==> src/rtl/gate_tester_pkg.sv <==
// Shared types and limits for the gate tester and its golden model.
package gate_tester_pkg;

    typedef enum logic [2:0] {
        OpAnd  = 3'd0,
        OpOr   = 3'd1,
        OpNand = 3'd2,
        OpNor  = 3'd3,
        OpXor  = 3'd4,
        OpXnor = 3'd5
    } gate_op_t;

    typedef enum logic [1:0] {
        StIdle = 2'd0,
        StRun  = 2'd1,
        StDone = 2'd2
    } state_t;

    localparam int unsigned N_IN_MAX   = 6;
    localparam int unsigned SETTLE_MAX = 15;

endpackage

==> src/rtl/gate_tester_model.sv <==
// Combinational golden model: expected gate output for a vector, reduced over all N_IN bits.
module gate_model
    import gate_tester_pkg::*;
#(
    parameter int unsigned N_IN = 2
) (
    input  logic [2:0]      gate_sel,
    input  logic [N_IN-1:0] vec,
    output logic            expected
);

    always_comb begin
        expected = 1'b0;
        case (gate_sel)
            OpAnd:   expected = &vec;
            OpOr:    expected = |vec;
            OpNand:  expected = ~&vec;
            OpNor:   expected = ~|vec;
            OpXor:   expected = ^vec;
            OpXnor:  expected = ~^vec;
            default: expected = 1'b0;
        endcase
    end

endmodule

==> src/rtl/gate_tester.sv <==
// Sweeps every input vector onto a gate, samples its response after a settle interval and
// checks it against gate_model. Define GATE_TESTER_LOOP_EN to restart directly from DONE.
module gate_tester
    import gate_tester_pkg::*;
#(
    parameter int unsigned N_IN   = 2,
    parameter int unsigned SETTLE = 2
) (
    input  logic            clk,
    input  logic            rst,
    input  logic            start,
    input  logic [2:0]      gate_sel,
    input  logic            resp,
    output logic [N_IN-1:0] stim,
    output logic            busy,
    output logic            done,
    output logic            pass,
    output logic [N_IN:0]   err_count,
    output logic [N_IN-1:0] first_fail,
    output logic            fail_seen
);

    localparam int unsigned CntW = $clog2(SETTLE_MAX + 1);

    state_t          state_q, state_d;
    logic [CntW-1:0] cnt_q, cnt_d;
    logic [N_IN-1:0] stim_q, stim_d;
    logic [2:0]      sel_q, sel_d;
    logic [N_IN:0]   err_q, err_d;
    logic [N_IN-1:0] ff_q, ff_d;
    logic            fs_q, fs_d;
    logic            pass_q, pass_d;
    logic            expected;

    gate_model #(
        .N_IN (N_IN)
    ) u_model (
        .gate_sel (sel_q),
        .vec      (stim_q),
        .expected (expected)
    );

    always_comb begin
        state_d = state_q;
        cnt_d   = cnt_q;
        stim_d  = stim_q;
        sel_d   = sel_q;
        err_d   = err_q;
        ff_d    = ff_q;
        fs_d    = fs_q;
        pass_d  = pass_q;
        unique case (state_q)
            StIdle: begin
                stim_d = '0;
                cnt_d  = '0;
                if (start) begin
                    sel_d   = gate_sel;
                    err_d   = '0;
                    ff_d    = '0;
                    fs_d    = 1'b0;
                    pass_d  = 1'b0;
                    state_d = StRun;
                end
            end
            StRun: begin
                if (cnt_q == CntW'(SETTLE)) begin
                    if (resp != expected) begin
                        err_d = err_q + 1'b1;
                        if (!fs_q) begin
                            fs_d = 1'b1;
                            ff_d = stim_q;
                        end
                    end
                    // Verdict registers on the last sample so it is valid alongside done.
                    if (&stim_q) begin
                        pass_d  = (err_d == '0);
                        state_d = StDone;
                    end else begin
                        stim_d = stim_q + 1'b1;
                        cnt_d  = '0;
                    end
                end else begin
                    cnt_d = cnt_q + 1'b1;
                end
            end
            StDone: begin
                stim_d  = '0;
                cnt_d   = '0;
                state_d = StIdle;
`ifdef GATE_TESTER_LOOP_EN
                // Pass is kept so the finished sweep's verdict stays visible.
                if (start) begin
                    sel_d   = gate_sel;
                    err_d   = '0;
                    ff_d    = '0;
                    fs_d    = 1'b0;
                    state_d = StRun;
                end
`endif
            end
            default: state_d = StIdle;
        endcase
    end

    always_ff @(posedge clk) begin
        if (rst) begin
            state_q <= StIdle;
            cnt_q   <= '0;
            stim_q  <= '0;
            sel_q   <= '0;
            err_q   <= '0;
            ff_q    <= '0;
            fs_q    <= 1'b0;
            pass_q  <= 1'b0;
        end else begin
            state_q <= state_d;
            cnt_q   <= cnt_d;
            stim_q  <= stim_d;
            sel_q   <= sel_d;
            err_q   <= err_d;
            ff_q    <= ff_d;
            fs_q    <= fs_d;
            pass_q  <= pass_d;
        end
    end

    assign stim       = stim_q;
    assign busy       = (state_q == StRun);
    assign done       = (state_q == StDone);
    assign pass       = pass_q;
    assign err_count  = err_q;
    assign first_fail = ff_q;
    assign fail_seen  = fs_q;

endmodule

==> config.mk <==
export PLATFORM = sky130hd
export DESIGN_NAME = gate_tester
export DESIGN_NICKNAME = d
export VERILOG_FILES = /design/src/rtl/gate_tester_pkg.sv /design/src/rtl/gate_tester_model.sv /design/src/rtl/gate_tester.sv
export SDC_FILE = /design/constraint.sdc
export NUM_CORES = 1
export LEC_CHECK = 0
export ABC_AREA = 1
export BUFFER_PORTS_ARGS = -buffer_cell sky130_fd_sc_hd__buf_2
export CAP_MARGIN = 20
export CORE_MARGIN = 3
export CORE_UTILIZATION = 59
export DETAILED_ROUTE_END_ITERATION = 8
export PLACE_DENSITY_LB_ADDON = 0.2
export SKIP_LAST_GASP = 1
export SYNTH_ARGS = -nofsm -noshare
export SYNTH_HDL_FRONTEND = slang
export SYNTH_SLANG_ARGS = --single-unit
==> constraint.sdc <==
create_clock -name clk -period 4.1 [get_ports clk]
set_input_delay 0.82 -clock clk [delete_from_list [all_inputs] [get_ports clk]]
set_output_delay 0.82 -clock clk [all_outputs]
set_load 0.02 [all_outputs]
After elaboration in Yosys (flattened, before gate mapping)
Cells that the tools add are included.
{ "classes": {"add_sub_neg": 3, "eq_ne": 16, "mux": 29, "reduce_logical": 20} }
{ "ops": {"columns": ["op", "count"], "rows": [
  ["2-bit two-way mux", 9],
  ["3-bit two-way mux", 5],
  ["2-bit case mux with 2 select lines", 3],
  ["3-bit AND reduction", 3],
  ["4-bit two-way mux", 2],
  ["4-bit case mux with 2 select lines", 1],
  ["4-bit AND reduction", 2],
  ["3-bit by 2-bit == test with 1-bit output, second input constant", 2],
  ["3-bit == test, second input constant", 2],
  ["3-bit logical NOT", 2],
  ["2-bit by 1-bit != test with 1-bit output, second input constant", 3],
  ["2-bit != test, second input constant", 3],
  ["1-bit case mux with 6 select lines", 1],
  ["3-bit case mux with 2 select lines", 1],
  ["2-bit AND reduction", 3],
  ["1-bit two-way mux", 5],
  ["5-bit AND reduction", 1],
  ["4-bit by 1-bit adder with 4-bit output, second input constant", 1],
  ["4-bit by 2-bit == test with 1-bit output, second input constant", 1],
  ["1-bit case mux with 2 select lines", 2],
  ["2-bit nonzero test", 2],
  ["2-bit OR reduction", 2],
  ["3-bit by 1-bit adder with 3-bit output, second input constant", 1],
  ["3-bit by 1-bit == test with 1-bit output, second input constant", 1],
  ["9 further kinds", 10]
]} }
{ "word_totals": {"ff_bits": 18, "inputBits": 7, "out_inout_bits": 11} }

Longest topological paths before layout
Gate-level depths: netlist of the first run.
{ "logic_depth": {"ltp_word": 11, "ltp_mapped": 14, "ltp_nobuf": 14} }

Cells and area by module
From an unflattened synthesis of the first run, not the netlist that was laid out.
{ "hier_totals": {"hier_cells": 154, "hier_area_um2": 1058.5} }
{ "modules_own_cells": {"columns": ["mod", "instances", "cells_each", "area_each_um2", "seq_area_each_um2"], "rows": [
  ["gate_tester", 1, 136, 967.2, 360.3],
  ["gate_model", 1, 18, 91.3, 0.0]
]} }

Worst setup path after synthesis of the first run
OpenSTA, ideal clock, no wires.
{ "synth_timing": {"path_kind": "reg-to-reg", "from": "register stim_q[0] (netlist: stim[0])", "to": "register pass_q (netlist: pass)", "setup_ns": 0.113, "arrival_ns": 1.606, "required_ns": 3.987, "setup_slack_ns": 2.381, "path_stages_with_launch": 15, "cell_sequence": "dfxtp_1 inv_1 ha_1 inv_1 nand2_1 nand3_2 nand2_1 nand2_2 nand3_4 nand2_4 nand2_1 nand2_1 inv_2 nand3_2 a21oi_2"} }
{ "synth_between": {"elab_chain_len": 11, "elab_cells_between_ends": 17, "classes_between": "eq/ne (2); mux (7); reduce/logical (8)"} }
{ "synth_lines": {"columns": ["item", "line", "text"], "rows": [
  ["start: declaration", "gate_tester.sv:27", "logic [N_IN-1:0] stim_q, stim_d;"],
  ["start signal: assignment", "gate_tester.sv:118", "stim_q <= stim_d;"],
  ["2-bit OR reduction / 2-bit AND reduction (equally long branches)", null, null],
  ["1-bit logical NOT (on tied branches)", "gate_tester_model.sv:18, gate_tester_model.sv:17", null],
  ["1-bit case mux with 6 select lines", "gate_tester_model.sv:14", "case (gate_sel)"],
  ["1-bit != test", "gate_tester.sv:67", "if (resp != expected) begin"],
  ["3-bit two-way mux", "gate_tester.sv:67", null],
  ["3-bit two-way mux", "gate_tester.sv:66", "if (cnt_q == CntW'(SETTLE)) begin"],
  ["3-bit two-way mux", "gate_tester.sv:52", "unique case (state_q)"],
  ["3-bit logical NOT", "gate_tester.sv:76", "pass_d = (err_d == '0);"],
  ["1-bit two-way mux", "gate_tester.sv:75", "if (&stim_q) begin"],
  ["1-bit two-way mux", "gate_tester.sv:66", null],
  ["1-bit case mux with 2 select lines", "gate_tester.sv:52", null],
  ["end signal: assignment", "gate_tester.sv:123", "pass_q <= pass_d;"],
  ["end: declaration", "gate_tester.sv:32", "logic pass_q, pass_d;"]
]} }
Several ways; a longest one is shown, not always the timed one. The select of a mux whose other input is x is not followed.
A chain may end at the register's enable or synchronous reset.

Worst setup path after layout of the first run
{ "layout_timing": {"from": "register state_q[0]", "to": "output busy"} }
{ "layout_between": {"elab_chain_len": 1} }
{ "layout_lines": {"columns": ["item", "line", "text"], "rows": [
  ["start: declaration", "gate_tester.sv:25", "state_t state_q, state_d;"],
  ["start signal: assignment", "gate_tester.sv:107", "state_q <= StIdle;"],
  ["start signal: assignment", "gate_tester.sv:116", "state_q <= state_d;"],
  ["2-bit by 1-bit == test with 1-bit output", "gate_tester.sv:128", "assign busy = (state_q == StRun);"],
  ["end: declaration", "gate_tester.sv:15", "output logic busy,"]
]} }
No other way between the ends.

==> flow_summary.json, run 1 <==
{
  "status": "complete, no violations",
  "yosysSeqAreaShare": 0.3288,
  "layout.nets": 179,
  "drv_slew": 0,
  "grt-ovfl-total": 0,
  "synth-seq-cells": 18,
  "fin_crit_sh": 0.4702,
  "cts_sinks": 18,
  "syn_area_per_cell_sq_um": 7.507,
  "yosysTopAreaCellShare": 0.3288,
  "die_x_um": 49.10,
  "numCtsBuffers": 3,
  "grt_pass1_vias": 923,
  "synth.distinct_cells": 29,
  "utilization": 0.7634,
  "num_rows": 14,
  "ctsLongestPathBuffers": 2,
  "cap_violations": 0,
  "rr_worst_depth": 13,
  "grt_max_degree": 13,
  "synthTopCellsByArea": "dfxtp_1 33%, nand2_1 9.6%, a21oi_1 6.4%",
  "clk_pin_slew_worst_paths_ns": 0.10,
  "io_buffers": 17,
  "antenna_found_initial": 0,
  "clk_latency_ns": 0.30,
  "power_density_mw_per_mm2": 296.7,
  "setup.worst_path.end_class": "primary output",
  "cp_max_fo": 4,
  "diodes": 0,
  "ir_drop_mv": 0.2801,
  "wire_per_inst_um": 11.39,
  "relSlewSlack": 0.6634,
  "place.gp.congestion": 0.7883,
  "ctsHoldBuffers": 0,
  "syn_nets": 158,
  "multi_input_area_sq_um": 623.1,
  "viasPerCell": 5.121,
  "critPathRequiredTime_ns": 3.28,
  "leakage_nw": 0.5729,
  "fillerInstances": 130,
  "post_cts_buffers": 0,
  "grt_first_pass_wirelength_mm": 3.877,
  "wl_mm": 2.164,
  "synth_ff_type": "dfxtp_1",
  "dp_hpwl_mm": 1.684,
  "worstMarginPinSlew_ns": 0.5010,
  "synth-edff-count": 0,
  "htreeDepth": 1,
  "layout-drive-gt1-share": 0.3133,
  "fp.dieH_um": 49.10,
  "yosysTopAreaCell": "dfxtp_1",
  "min_path_type": "flop to flop",
  "ant_nets": 0,
  "track_usage": 0.2031,
  "core-area_sq_mm": 0.001629,
  "cp-start-kind": "flop",
  "initial_core_util": 0.6728,
  "finalHoldViolations": 0,
  "dieArea_sq_mm": 0.002411,
  "regArea_sq_um": 360.3,
  "fin_crit_ns": 1.928,
  "timing.fmax_mhz": 518.8,
  "cts_root_buffer": "clkbuf_4",
  "fin_tns_setup_ns": 0,
  "skew_ns": 0.002359,
  "synth-async-reset-ratio": 0,
  "holdPathStages": 2,
  "regToRegSetupSlack_ns": 2.35,
  "syn_inst": 146,
  "tritoncts": "yes",
  "grt_setup_unrepaired": "no",
  "cts-resized-gates": 0,
  "path_class": "flop to primary output",
  "drtIter0Drc": 36,
  "vias": 973,
  "setup_viol": 0,
  "drc": 0,
  "syn-cell-area_sq_mm": 0.001096,
  "area_growth_pct": 13.47,
  "dr.pass1.iters": 4,
  "crit_arrival_ns": 1.11,
  "yosys_warnings": 0,
  "io_pins": 18
}
## cell type report
class,instances,share of cell area
Clock buffer,4,0.02918
Timing Repair Buffer,17,0.06841
Inverter,28,0.08753
Multi-Input combinational cell,99,0.5010
Sequential cell,18,0.2897
Tap cell,24,0.02414
## power breakdown
group	total [W]	switching, W	leakage (nW)	internal [W]
Combinational	0.0000738	0.0000491	0.406	0.0000247
Clock	0.000111	0.0000570	0.0210	0.0000542
Sequential	0.000184	0.00000399	0.146	0.000180
Total	0.000369	0.000110	0.573	0.000259
## synthesized netlist by cell type (2+ instances only)
master	count
a21oi_1	14
dfxtp_1	18
ha_1	5
inv_1	18
inv_2	8
nand2_1	28
nand2_2	4
nand3_1	6
nand3_2	6
nand3_4	2
nand4_1	3
nor2_1	10
nor2_4	3
o21ai_0	6
## placed cells by master (no fill, tap or decap), drive strengths merged
cell type,n
nand3b,1
nand2,33
dfxtp,18
ha,5
inv,27
a21oi,15
nor3,2
o21ai,7
nand3,14
a31oi,1
clkinv,1
nand4,3
clkbuf,4
buf,17
a211oi,1
xor2,1
nor2,14
or2,1
xnor2,1
## metrics by stage
stage	std cells	hold WS [ns]	power [W]	setup slack, ns	area, sq um
2_1_floorplan	146	0.4695	0.0002464	2.381	1096
3_3_place_gp	186	0.4462	0.0002589	2.430	1207
3_5_place_dp	186	0.4515	0.0002607	2.386	1207
4_1_cts	190	0.4707	0.0003711	2.157	1244
5_1_grt	190	0.4828	0.0003902	2.090	1244
6_report	190	0.4700	0.0003690	2.172	1244
## critical path, stage by stage, from the launching register on
cell and delay [ns]:
dfxtp_1 0.38, inv_2 0.08, nor2_4 0.15, buf_2 0.20
## layer usage
| layer | GRT usage | part of all wire | up-vias |
|---|---|---|---|
| met5 | 0 | 0 | - |
| met4 | 0.09953 | 0.014 | 0 |
| met3 | 0.03058 | 0.033 | 3 |
| met2 | 0.3438 | 0.48 | 20 |
| met1 | 0.2472 | 0.47 | 444 |
| li1 | - | - | 506 |
## worst paths after layout
kind                                     from            end
worst max-delay path               state_q[0]           busy
worst min-delay path            first_fail[1]  first_fail[1]
worst max register to register        stim[0]   err_count[0]
worst min register to register  first_fail[1]  first_fail[1]
## registers in the layout (all words and copies together) (netlist names)
name,count
sel_q,3
cnt_q,4
fail_seen,1
stim,2
err_count,3
state_q,2
first_fail,2
pass,1
## logic make-up (layout without fill, tap and decap cells)
family                   Yosys count  after routing  synth area share
flip-flops                        18             18            0.3288
adder cells (fa/ha/maj)            5              5           0.05708
AO/OA/AOI/OAI                     24             24            0.1256
buffers and inverters             29             49            0.1027
XOR/XNOR                           2              2           0.01598
AND/OR/NAND/NOR                   68             68            0.3699
(Power assumes the default switching activity.)
==> inputs of run 2 (changes only) <==
Settings changed: CORE_UTILIZATION 59 to 54.
Clock period 4.1 ns to 1.93 ns, I/O delays scaled along.
==> run 2 against run 1 <==
Compared with the run above:
- design area grew 0.20%
- clock-buffer cell count unchanged
- critical path depth is 10 higher
- setup slack worse by 1.9 ns
- clock power increased by 110%
- clock skew up 0.0039 ns
- critical endpoint is now err_count[0]
==> flow_summary.json, run 2 (synthesis results as in run 1) <==
{
  "whs_ns": 0.3608,
  "leakage_nw": 0.5734,
  "final_common_cell": "nand2_1",
  "critPathSlowestCell": "dfxtp_1",
  "initial_core_util": 0.6021,
  "post_cts_buffers": 0,
  "timing.fmax_mhz": 589.5,
  "worstMarginPinSlew_ns": 0.4838,
  "cts_sinks": 18,
  "area_growth_pct": 13.70,
  "path_class": "flop to flop",
  "dr.pass1.iters": 4,
  "dieArea_sq_mm": 0.002606,
  "layout-drive-gt1-share": 0.3193,
  "vias": 975,
  "place.gp.congestion": 0.8837,
  "cts_root_buffer": "clkbuf_4",
  "finalHoldViolations": 0,
  "cp_common_cell": "nand2_1",
  "htreeDepth": 1,
  "fin_crit_sh": 0.8790,
  "ant_nets": 0,
  "cp-start-kind": "flop",
  "cap_violations": 0,
  "clk_pin_slew_worst_paths_ns": 0.11,
  "antenna_found_initial": 0,
  "diodes": 0,
  "io_pins": 18,
  "io_buffers": 17,
  "clk_latency_ns": 0.30,
  "min_path_type": "input port to flop",
  "viasPerCell": 5.105,
  "core-area_sq_mm": 0.001821,
  "drv_slew": 0,
  "top_register": "cnt_q",
  "wire_per_inst_um": 11.10,
  "largest_reg_flops": 4,
  "ctsHoldBuffers": 0,
  "track_usage": 0.1855,
  "max_stage_delay_ns": 0.38,
  "fp.dieH_um": 51.05,
  "fin_tns_setup_ns": 0,
  "skew_ns": 0.006257,
  "crit_arrival_ns": 1.92,
  "die_x_um": 51.05,
  "tritoncts": "yes",
  "status": "complete, no violations",
  "num_rows": 15,
  "grt_max_degree": 13,
  "ir_drop_mv": 0.5056,
  "wl_mm": 2.120,
  "drtIter0Drc": 17,
  "mostFrequentLayoutCells": "28 x nand2_1, 18 x inv_1, 17 x dfxtp_1, 17 x buf_2, 14 x a21oi_1",
  "grt_setup_unrepaired": "no",
  "layout.nets": 179,
  "setup.worst_path.end_class": "flop",
  "fin_crit_ns": 1.696,
  "dp_hpwl_mm": 1.670,
  "power_density_mw_per_mm2": 628.8,
  "cp_max_fo": 5,
  "path_cells": "inv_1, ha_1, inv_1, nand2_1, nand3_2, nand2_1, nand2_2, nand3_4, nand2_4, nand2_1, nand2_1, nand2_1, a21oi_1",
  "ctsLongestPathBuffers": 2,
  "grt-ovfl-total": 0,
  "critPathRequiredTime_ns": 2.16,
  "drc": 0,
  "grt_pass1_vias": 900,
  "numCtsBuffers": 3,
  "grt_first_pass_wirelength_mm": 3.657,
  "relSlewSlack": 0.6750,
  "setup_viol": 0
}
==> run 2: changes by cell type in the layout (fill, tap and decap cells not counted) <==
cell     previous run  this run
dfxtp_2             0         1
dfxtp_1            18        17
==> run 2: through the flow <==
stage / total power [W] / setup WS (ns) / utilization / instances / cell area [sq um]
3_5_place_dp: 0.0005536 / 0.2018 / 0.6639 / 187 / 1209
6_report: 0.0007836 / 0.2336 / 0.6845 / 191 / 1246
3_3_place_gp: 0.0005509 / 0.3158 / 0.6639 / 187 / 1209
5_1_grt: 0.0008266 / 0.03590 / 0.6845 / 191 / 1246
2_1_floorplan: 0.0005235 / 0.2111 / - / 146 / 1096
4_1_cts: 0.0007941 / 0.1841 / 0.6838 / 191 / 1245
==> run 2: layout make-up <==
| type | instances | area [sq um] |
|---|---|---|
| multi-input combinational | 99 | 623.1 |
| fill | 160 | 574.3 |
| sequential | 18 | 361.6 |
| inverter | 28 | 108.9 |
| timing repair buffer | 17 | 85.08 |
| clock buffer | 4 | 36.28 |
| tap | 25 | 31.28 |
==> run 2: path summary, 6_finish.rpt <==
check	slack [ns]	to	startpoint	cells after the start
worst min register to register	0.46	stim[0]	stim[0]	1
worst min-delay path	0.36	sel_q[1]	gate_sel[1]	3
worst max-delay path	0.23	err_count[0]	stim[1]	13
worst max register to register	0.23	err_count[0]	stim[1]	13
==> run 2: report_power, final <==
group | internal, W | leakage (nW) | total, W | switching [W]
combinational | 0.0000525 | 0.406 | 0.000155 | 0.000102
clock | 0.000115 | 0.0210 | 0.000238 | 0.000123
sequential | 0.000382 | 0.147 | 0.000391 | 0.00000868
==> run 2: critical path: cells and delay by family, from the launching register on <==
| kind | cells | cell delay (ns) |
|---|---|---|
| flops | 1 | 0.38 |
| compound gates | 1 | 0.14 |
| simple gates | 9 | 0.65 |
| fa+ha+maj | 1 | 0.29 |
| buf+inv | 2 | 0.16 |
==> run 2: timing repair <==
| action | 4_1_cts | 5_1_grt |
|---|---|---|
| setup endpoints to repair | 0 | 1 |
| gates resized for setup | 0 | 1 |
| endpoints found under the hold margin | 0 | 0 |
==> run 2: per-layer routing <==
layer,up-vias,wire (um),GRT usage,share of wire
met3,4,75,0.02624,0.035
met1,448,1043,0.2329,0.49
met4,0,27,0.08072,0.013
li1,507,-,-,-
met2,16,973,0.3133,0.46
met5,-,0,0,0
==> inputs of run 3 (changes only) <==
Settings changed: SYNTH_HIERARCHICAL set to 1.
==> run 3 against run 2 <==
Compared with the run above:
- sequential cell count did not move
- first-iteration DRC count grew 24%
- design area is 0.90% lower
- largest cell class unchanged
- largest power group unchanged
- highest routed layer unchanged
==> flow_summary.json, run 3 <==
{
  "dieArea_sq_mm": 0.002528,
  "mostFrequentLayoutCells": "39 x nand2_1, 22 x inv_1, 17 x dfxtp_1, 17 x buf_2, 12 x nor2_1",
  "layout-drive-gt1-share": 0.2386,
  "synth_common_cells": "42 x nand2_1, 22 x inv_1, 18 x dfxtp_1",
  "wire_per_inst_um": 10.78,
  "die_x_um": 50.28,
  "skew_ns": 0.005109,
  "setup_viol": 0,
  "ctsLongestPathBuffers": 2,
  "io_buffers": 17,
  "dr.pass1.iters": 4,
  "path_class": "flop to flop",
  "place.gp.congestion": 0.9237,
  "vias": 1026,
  "relSlewSlack": 0.8058,
  "pre_cts_slack_ns": 0.06087,
  "fin_crit_ns": 1.718,
  "antenna_found_initial": 0,
  "fillerInstances": 151,
  "num_rows": 15,
  "clk_latency_ns": 0.29,
  "drtIter0Drc": 21,
  "synth-edff-count": 0,
  "fp.dieH_um": 50.28,
  "syn_area_per_cell_sq_um": 6.873,
  "tritoncts": "yes",
  "layout.nets": 190,
  "cp_max_fo": 3,
  "top_register": "cnt_q",
  "dp_hpwl_mm": 1.736,
  "io_pins": 18,
  "wl_mm": 2.166,
  "yosysSeqAreaShare": 0.3404,
  "synth-async-reset-ratio": 0,
  "power_w": 0.0008408,
  "viasPerCell": 5.104,
  "synth.distinct_cells": 24,
  "yosysTopAreaCellShare": 0.3404,
  "largest_reg_flops": 4,
  "htreeDepth": 1,
  "grt-ovfl-total": 0,
  "drc": 0,
  "crit_arrival_ns": 1.90,
  "yosysTopAreaCell": "dfxtp_1",
  "cp-start-kind": "flop",
  "diodes": 0,
  "grt_setup_unrepaired": "no",
  "holdPathStages": 3,
  "core-area_sq_mm": 0.001783,
  "timing.fmax_mhz": 582.0,
  "status": "complete, no violations",
  "syn-cell-area_sq_mm": 0.001059,
  "worstMarginPinSlew_ns": 0.2904,
  "track_usage": 0.1926,
  "leakage_nw": 0.5741,
  "area_growth_pct": 16.67,
  "ir_drop_mv": 0.4397,
  "drv_slew": 0,
  "cts_root_buffer": "clkbuf_4",
  "numCtsBuffers": 3,
  "rr_worst_depth": 14,
  "cap_violations": 0,
  "initial_core_util": 0.5937,
  "grt_first_pass_wirelength_mm": 3.767,
  "fin_crit_sh": 0.8903,
  "grt_max_degree": 13,
  "synth-seq-cells": 18,
  "post_cts_buffers": 0,
  "worst_slack_ns": 0.2117,
  "synthTopCellsByArea": "dfxtp_1 34%, nand2_1 15%, inv_1 7.8%",
  "final_common_cell": "nand2_1",
  "ant_nets": 0,
  "clk_pin_slew_worst_paths_ns": 0.11,
  "syn_nets": 167,
  "grt_pass1_vias": 917,
  "syn_inst": 154,
  "synth_ff_type": "dfxtp_1",
  "fin_tns_setup_ns": 0,
  "min_path_type": "input port to flop",
  "cts_sinks": 18,
  "finalHoldViolations": 0,
  "yosysMostFrequentCell": "nand2_1",
  "setup.worst_path.end_class": "flop",
  "yosys_warnings": 6,
  "power_density_mw_per_mm2": 680.8,
  "critPathRequiredTime_ns": 2.11
}
[run 3: changes by cell type in the layout (fill, tap and decap cells not counted), moves of 2 or more]
cell	before	now
nand2_1	28	39
nand3_2	6	0
inv_2	8	3
nand3_1	6	11
inv_1	18	22
a21oi_1	14	11
nor2_2	0	3
nor2_4	3	0
nor3_1	1	4
buf_4	0	2
nor2_1	10	12
[run 3: cell type report]
class / count / area [sq um] / area share
multi-input cells: 109 / 605.6 / 0.4904
flip-flops and latches: 18 / 361.6 / 0.2928
repair buffers: 19 / 100.1 / 0.08105
inverters: 26 / 100.1 / 0.08105
clock buffers: 4 / 36.28 / 0.02938
well taps: 25 / 31.28 / 0.02533
[run 3: final timing paths]
check,startpoint,end,slack (ns)
setup / recovery,stim[0],first_fail[1],0.21
hold / removal,gate_sel[2],sel_q[2],0.33
setup reg to reg,stim[0],first_fail[1],0.21
hold reg to reg,first_fail[0],first_fail[0],0.47
[run 3: per-layer routing]
| layer | vias to the layer above | part of all wire | track usage |
|---|---|---|---|
| met1 | 460 | 0.41 | 0.2226 |
| met2 | 25 | 0.51 | 0.3370 |
| met3 | 6 | 0.055 | 0.02967 |
| met4 | 0 | 0.022 | 0.1014 |
| met5 | - | 0 | 0 |
| li1 | 535 | - | - |
[run 3: report_power, final]
part	switching, W	internal, W	total [W]	leakage [nW]
Combinational	0.000132	0.0000709	0.000203	0.406
Sequential	0.0000131	0.000388	0.000402	0.147
Clock	0.000121	0.000115	0.000236	0.0210
[run 3: critical path, cell delays in order, from the launching register on]
cell and delay, ns:
dfxtp_2 0.34, inv_1 0.04, ha_1 0.30, inv_1 0.06
nand2_1 0.05, nand3_1 0.07, nand3_1 0.09, nand2_2 0.08
inv_1 0.06, nand2_2 0.07, nand2_2 0.06, o21ai_2 0.17
nand2_1 0.09, nand2_1 0.06, a21oi_1 0.06
[run 3: stage by stage]
step | instance area [sq um] | util | cells | hold WS (ns)
after floorplan | 1059 | - | 154 | 0.4608
after global placement | 1186 | 0.6653 | 197 | 0.4467
after detailed placement | 1186 | 0.6653 | 197 | 0.4514
after CTS | 1222 | 0.6856 | 201 | 0.3300
after global routing | 1235 | 0.6926 | 201 | 0.3403
final | 1235 | 0.6926 | 201 | 0.3306
[run 3: logic make-up after synthesis]
group | share of synthesized area
compound gates | 0.1182
buf+inv | 0.09811
flops | 0.3404
xor+xnor | 0.008276
simple gates | 0.3641
fa+ha+maj | 0.07092
[run 3: repair_timing]
item / 4_1_cts / 5_1_grt
resized for setup: 0 / 6
endpoints found under the setup margin: 0 / 2
hold buffers: 0 / 0
